--- src/rtl/handshake_fifo.sv ---
// handshake_fifo
//   Valid/ready FIFO placed in front of operand ports or behind result
//   ports of arithmetic units. It absorbs back-pressure so a stalled
//   consumer does not freeze the producer's pipeline.
//
//   The handshake is registered on both sides:
//   - in_ready depends only on the occupancy counter and rst.
//   - out_valid depends only on the occupancy counter.
//   So no combinational path runs from out_ready to in_ready, or from
//   in_valid to out_valid.
//
// Parameters
//   WIDTH  data width in bits (>= 1)
//   DEPTH  number of entries (>= 1); any integer, not only a power of two
//
// Ports
//   clk        clock, rising edge
//   rst        asynchronous reset, active high
//   in_valid   producer offers in_data
//   in_ready   FIFO accepts in_data this cycle
//   in_data    write data
//   out_valid  head entry available on out_data
//   out_ready  consumer takes the head entry this cycle
//   out_data   head entry (don't-care while out_valid = 0)
//   count      number of occupied entries
module handshake_fifo #(
  parameter int WIDTH = 32,
  parameter int DEPTH = 4
) (
  input  logic                       clk,
  input  logic                       rst,
  input  logic                       in_valid,
  output logic                       in_ready,
  input  logic [WIDTH-1:0]           in_data,
  output logic                       out_valid,
  input  logic                       out_ready,
  output logic [WIDTH-1:0]           out_data,
  output logic [$clog2(DEPTH+1)-1:0] count
);

  localparam int CNT_W = $clog2(DEPTH + 1);
  // A single-entry FIFO still carries 1-bit pointers so that the
  // declarations stay legal. The pointers are then never used to index.
  localparam int PTR_W = (DEPTH > 1) ? $clog2(DEPTH) : 1;
  localparam logic [PTR_W-1:0] LAST_PTR = PTR_W'(DEPTH - 1);
  localparam logic [CNT_W-1:0] FULL_CNT = CNT_W'(DEPTH);

  // Storage is deliberately not reset, so it can map onto plain RAM.
  logic [WIDTH-1:0] mem [DEPTH];

  logic [PTR_W-1:0] wr_ptr_reg, wr_ptr_next;
  logic [PTR_W-1:0] rd_ptr_reg, rd_ptr_next;
  logic [CNT_W-1:0] count_reg, count_next;
  logic             full, empty, push, pop;

  assign full  = (count_reg == FULL_CNT);
  assign empty = (count_reg == '0);

  // in_ready is gated by rst so it drops immediately on an asynchronous
  // reset. While full, input is refused even if a pop happens in the same
  // cycle. This keeps out_ready out of the in_ready path.
  assign in_ready  = !full && !rst;
  assign out_valid = !empty;
  assign push      = in_valid && in_ready;
  assign pop       = out_valid && out_ready;
  assign count     = count_reg;

  // Pointers wrap explicitly at DEPTH-1, so a non-power-of-two DEPTH
  // behaves the same as a power of two.
  always_comb begin
    wr_ptr_next = wr_ptr_reg;
    rd_ptr_next = rd_ptr_reg;
    count_next  = count_reg;
    if (push) begin
      wr_ptr_next = (wr_ptr_reg == LAST_PTR) ? '0 : wr_ptr_reg + PTR_W'(1);
    end
    if (pop) begin
      rd_ptr_next = (rd_ptr_reg == LAST_PTR) ? '0 : rd_ptr_reg + PTR_W'(1);
    end
    case ({push, pop})
      2'b10:   count_next = count_reg + CNT_W'(1);
      2'b01:   count_next = count_reg - CNT_W'(1);
      default: count_next = count_reg;
    endcase
  end

  always_ff @(posedge clk or posedge rst) begin
    if (rst) begin
      wr_ptr_reg <= '0;
      rd_ptr_reg <= '0;
      count_reg  <= '0;
    end else begin
      wr_ptr_reg <= wr_ptr_next;
      rd_ptr_reg <= rd_ptr_next;
      count_reg  <= count_next;
    end
  end

  generate
    if (DEPTH == 1) begin : g_single
      // One entry: both pointers are always 0, so index it directly.
      always_ff @(posedge clk) begin
        if (push) begin
          mem[0] <= in_data;
        end
      end
      assign out_data = mem[0];
    end else begin : g_multi
      always_ff @(posedge clk) begin
        if (push) begin
          mem[wr_ptr_reg] <= in_data;
        end
      end
      // The head is read asynchronously. A word written at edge N is then
      // on out_data right after edge N, with no extra read stage.
      assign out_data = mem[rd_ptr_reg];
    end
  endgenerate

endmodule

--- config.mk ---
export PLATFORM = sky130hd
export DESIGN_NAME = handshake_fifo
export DESIGN_NICKNAME = d
export VERILOG_FILES = /design/src/rtl/handshake_fifo.sv
export SDC_FILE = /design/constraint.sdc
export NUM_CORES = 1
export LEC_CHECK = 0
export CAP_MARGIN = 25
export CORE_MARGIN = 2
export CORE_UTILIZATION = 35
export DETAILED_ROUTE_END_ITERATION = 6
export PLACE_DENSITY_LB_ADDON = 0.25
export RECOVER_POWER = 25
export SYNTH_ARGS = -nofsm -noshare
export SYNTH_HDL_FRONTEND = slang
export SYNTH_SLANG_ARGS = --single-unit
--- constraint.sdc ---
create_clock -name clk -period 2.1 [get_ports clk]
set_input_delay 0.21 -clock clk [delete_from_list [all_inputs] [get_ports clk]]
set_output_delay 0.21 -clock clk [all_outputs]
set_load 0.03 [all_outputs]
==> results.txt <==
In this run the worst hold path is classified as in -> async. Wires add up to 9.152 mm. The flow ran to the end, and the final reports show no timing, DRC or antenna violations.

Yosys attributes the largest share of cell area to sky130_fd_sc_hd__edfxtp_1, sky130_fd_sc_hd__mux4_2, sky130_fd_sc_hd__dfrtp_1, sky130_fd_sc_hd__mux4_1, sky130_fd_sc_hd__ha_1. The vias after detailed routing is 2390. The net count of the mapped netlist is 254.

The data required time of the worst path is 1890 ps. The filler cells instantiated in the layout total 1239. The top cell type's share of synthesized area came out at 0.7495. sky130_fd_sc_hd__edfxtp_1 is the most common cell in the netlist.

The relative contribution of combinational cells to total power is 0.364. The number of enable flip-flop cells after synthesis is 128. The floorplan step set the die width to 125.1 um. The violation count after the first detailed-routing iteration is 139. Walking the worst path, the cells encountered are buf_12 > mux4_2 > dlygate4sd2_1. Synthesis instantiated 22 different standard cells from the library. After detailed routing, the number of remaining DRC violations is 0.

The post-synthesis cell area is 5129 um2. The initial antenna violation count came to 1. Each instance of the synthesized netlist takes up on average 24.31 um2.

TritonCTS built the clock tree. The arrival time of data at the critical path endpoint is 1830 ps. The row count is 44. The register with the most flip-flops in the layout has 128 of them. The proportion of total power due to net switching is 0.3132. The Yosys warning count came out at 0. The final critical path time including I/O delays and setup came out at 2039 ps.

The core region is 14420 um2. The die area is 15640 um2. The clock latency on the worst-skew pair came out at 420 ps. The post-synthesis register bit count came out at 135. The HPWL after detailed placement is 5.362 mm. The maximum frequency from static timing analysis came out at 0.4904 GHz. The multi-input gate area in the final layout came out at 991.0 um2. The max-slew violation count is 0. The worst setup path is launched from a flip-flop. The commonest cells after synthesis are sky130_fd_sc_hd__edfxtp_1, sky130_fd_sc_hd__mux4_2, sky130_fd_sc_hd__inv_1, sky130_fd_sc_hd__dfrtp_1, sky130_fd_sc_hd__ha_1. The master cell of the clock root buffer is sky130_fd_sc_hd__clkbuf_16.

The total net switching power is 3.051 mW. The register area share after synthesis came out at 0.7836. The period utilization is 0.9710. The number of hold violations in the final report is 0. The global routing usage summed across all routing layers is 0.1267. Setup repair after global routing left no endpoint under its margin.

The leftover overflow at the end of global routing is 0. The share of power burned in registers is 0.353. The layout cell share with drive strength beyond 1 is 0.3558. In the synthesized netlist the async set-or-reset flop fraction comes to 0.05185. Once placement completed, the tool counted placed cells totaling 471. From synthesis to final layout, the design area changed by 32.03%. The smallest hold slack is 204.9 ps. The share of power burned in the clock network came out at 0.283. From bottom edge to top edge, the die measures 125.1 um. The maximum fanout encountered on the critical timing path is 7. Setup violations remaining at the end of the flow were counted as 0. The classification of the worst setup path is reg -> out. The number of buffers on the longest clock path is 2.

The post-route antenna net violation count came out at 0. STA classifies the critical path endpoint as an output port. The via count of the first global-routing pass was 2599. 73 I/O pins were placed.

The per-cell via count in the routed design is 4.677. The number of clock buffers added by TritonCTS is 17. The maximum level of the CTS H-tree came out at 4. The sequential standard cell area is 4021 um2. At the end of routability-driven placement, the weighted congestion stood at 0.6734. The main flop type after synthesis is sky130_fd_sc_hd__edfxtp_1. The count of hold-fix buffers inserted at cts is 0. The largest net degree at the start of global routing is 33. The number of violations of the max-capacitance limit came out at 0. The worst pin sits at a relative slew slack of 0.7655. The cell at the slowest stage of the critical path is sky130_fd_sc_hd__mux4_2.

The initial utilization of the core area, before any placement, comes to 0.3556. For this design the static power due to leakage is 2.340 nW. The number of iterations in the first detailed-routing pass came out at 5. Synthesis handed over a netlist of 211 instances. The routed wirelength normalized by instance count is 17.91 um. The clock slew at the register clock pins of the worst setup and hold paths is 60 ps. The final cell count without fillers is 511. Input and output buffers added on the ports amount to 72.

On the final layout, the worst clock skew is 5.728 ps. The number of sinks on the clock net is 135. The first-pass GRT wire length is 14.44 mm.

The transition time of the tightest slew-check pin is 353.2 ps. The maximum cell stage delay along the critical path is 480 ps. Cell internal power was estimated by the tool at 6.689 mW. The highest ir drop seen on vdd is 0.7122 mV. The final layout net count came out at 356. The power density relative to cell area came out at 1438 nW/um2.

The largest total area in the synthesized netlist belongs to sky130_fd_sc_hd__edfxtp_1.
==> repair_timing <==
action                                  in CTS  in global routing
endpoints found under the setup margin      28                 19
cloned                                       1                  0
resized for setup                           83                 16
setup buffers                                6                  1
hold endpoints to repair                     0                  0
==> cells by family after synthesis <==
kind of cell               count (synthesis)  synth area share
DFF                                      135            0.7836
muxes                                     37            0.1542
buffers and inverters                     16           0.02342
and+or+nand+nor                           11           0.01244
adders and majority gates                  7           0.01854
xor gates and xnor gates                   3          0.005124
AOI/OAI and AO/OA                          2          0.002683
==> critical path, delay by kind of cell, from the launching register on <==
family / cells / cell delay [ps]
buf+inv: 2 / 510
flops: 1 / 420
mux: 1 / 480
==> cells in the final DEF (no fill, tap or decap), types with 2 or more instances in the layout <==
master,n
sky130_fd_sc_hd__buf_4,17
sky130_fd_sc_hd__dfrtp_1,5
sky130_fd_sc_hd__mux4_1,3
sky130_fd_sc_hd__nor2_1,4
sky130_fd_sc_hd__clkinv_1,4
sky130_fd_sc_hd__clkbuf_2,4
sky130_fd_sc_hd__clkinv_2,4
sky130_fd_sc_hd__clkbuf_16,17
sky130_fd_sc_hd__buf_12,10
sky130_fd_sc_hd__inv_1,8
sky130_fd_sc_hd__clkbuf_1,3
sky130_fd_sc_hd__bufinv_16,2
sky130_fd_sc_hd__and2_2,4
sky130_fd_sc_hd__ha_1,6
sky130_fd_sc_hd__clkdlybuf4s50_1,20
sky130_fd_sc_hd__xor2_1,2
sky130_fd_sc_hd__dlygate4sd3_1,19
sky130_fd_sc_hd__dlygate4sd2_1,2
sky130_fd_sc_hd__buf_2,6
sky130_fd_sc_hd__dfrtp_2,2
sky130_fd_sc_hd__mux2_2,4
sky130_fd_sc_hd__mux4_2,29
sky130_fd_sc_hd__buf_6,10
sky130_fd_sc_hd__clkinvlp_4,2
sky130_fd_sc_hd__edfxtp_1,128
==> stage by stage <==
| stage | setup slack [ps] | instance area [um2] | utilization | power (mW) | setup TNS, ps |
|---|---|---|---|---|---|
| CTS | -37.42 | 6809 | 0.4721 | 9.942 | -219.4 |
| detailed placement | 72.59 | 6155 | 0.4267 | 6.973 | 0 |
| finish | 60.88 | 6771 | 0.4695 | 9.740 | 0 |
| floorplan | 70.07 | 5134 | - | 5.732 | 0 |
| global placement | 122.8 | 6155 | 0.4267 | 6.961 | 0 |
| global route | 0.1927 | 6769 | 0.4693 | 10.21 | 0 |
==> routing by layer <==
| metal | share of wire | GRT usage | up-vias |
|---|---|---|---|
| met3 | 0.057 | 0.05092 | 16 |
| met5 | 0 | 0 | - |
| li1 | - | - | 1080 |
| met1 | 0.43 | 0.1533 | 1236 |
| met4 | 0.023 | 0.06275 | 0 |
| met2 | 0.49 | 0.1982 | 58 |
==> layout make-up <==
class                           instances  area share
Clock buffer                           20     0.06449
Inverter                                8    0.004435
Clock inverter                         12     0.01626
Timing Repair Buffer                   91      0.1402
Tap cell                              184     0.03400
Antenna cell                            1   0.0003695
Sequential cell                       135      0.5939
Multi-Input combinational cell         60      0.1463
==> power by group through the flow <==
stage | registers [mW] | clock network (mW) | logic [mW]
after floorplan | 3.51 | 0 | 2.22
after global placement | 3.48 | 0 | 3.48
after CTS | 3.44 | 2.82 | 3.68
after detailed placement | 3.49 | 0 | 3.48
after global routing | 3.47 | 2.95 | 3.78
final | 3.44 | 2.75 | 3.55
==> path summary, 6_finish.rpt <==
check | from | slack (ps) | to | cells after the start
setup reg to reg | count[0] | 180 | count[2] | 9
min in group clk | in_data[31] | 440 | mem[2][31] | 1
hold / removal | rst | 200 | wr_ptr_reg[0] | 2
setup / recovery | rd_ptr_reg[0] | 60 | out_data[20] | 3
hold reg to reg | wr_ptr_reg[1] | 570 | wr_ptr_reg[1] | 1
max in group asynchronous | rst | 1650 | rd_ptr_reg[0] | 2
Power figures use the tool's default switching activity.
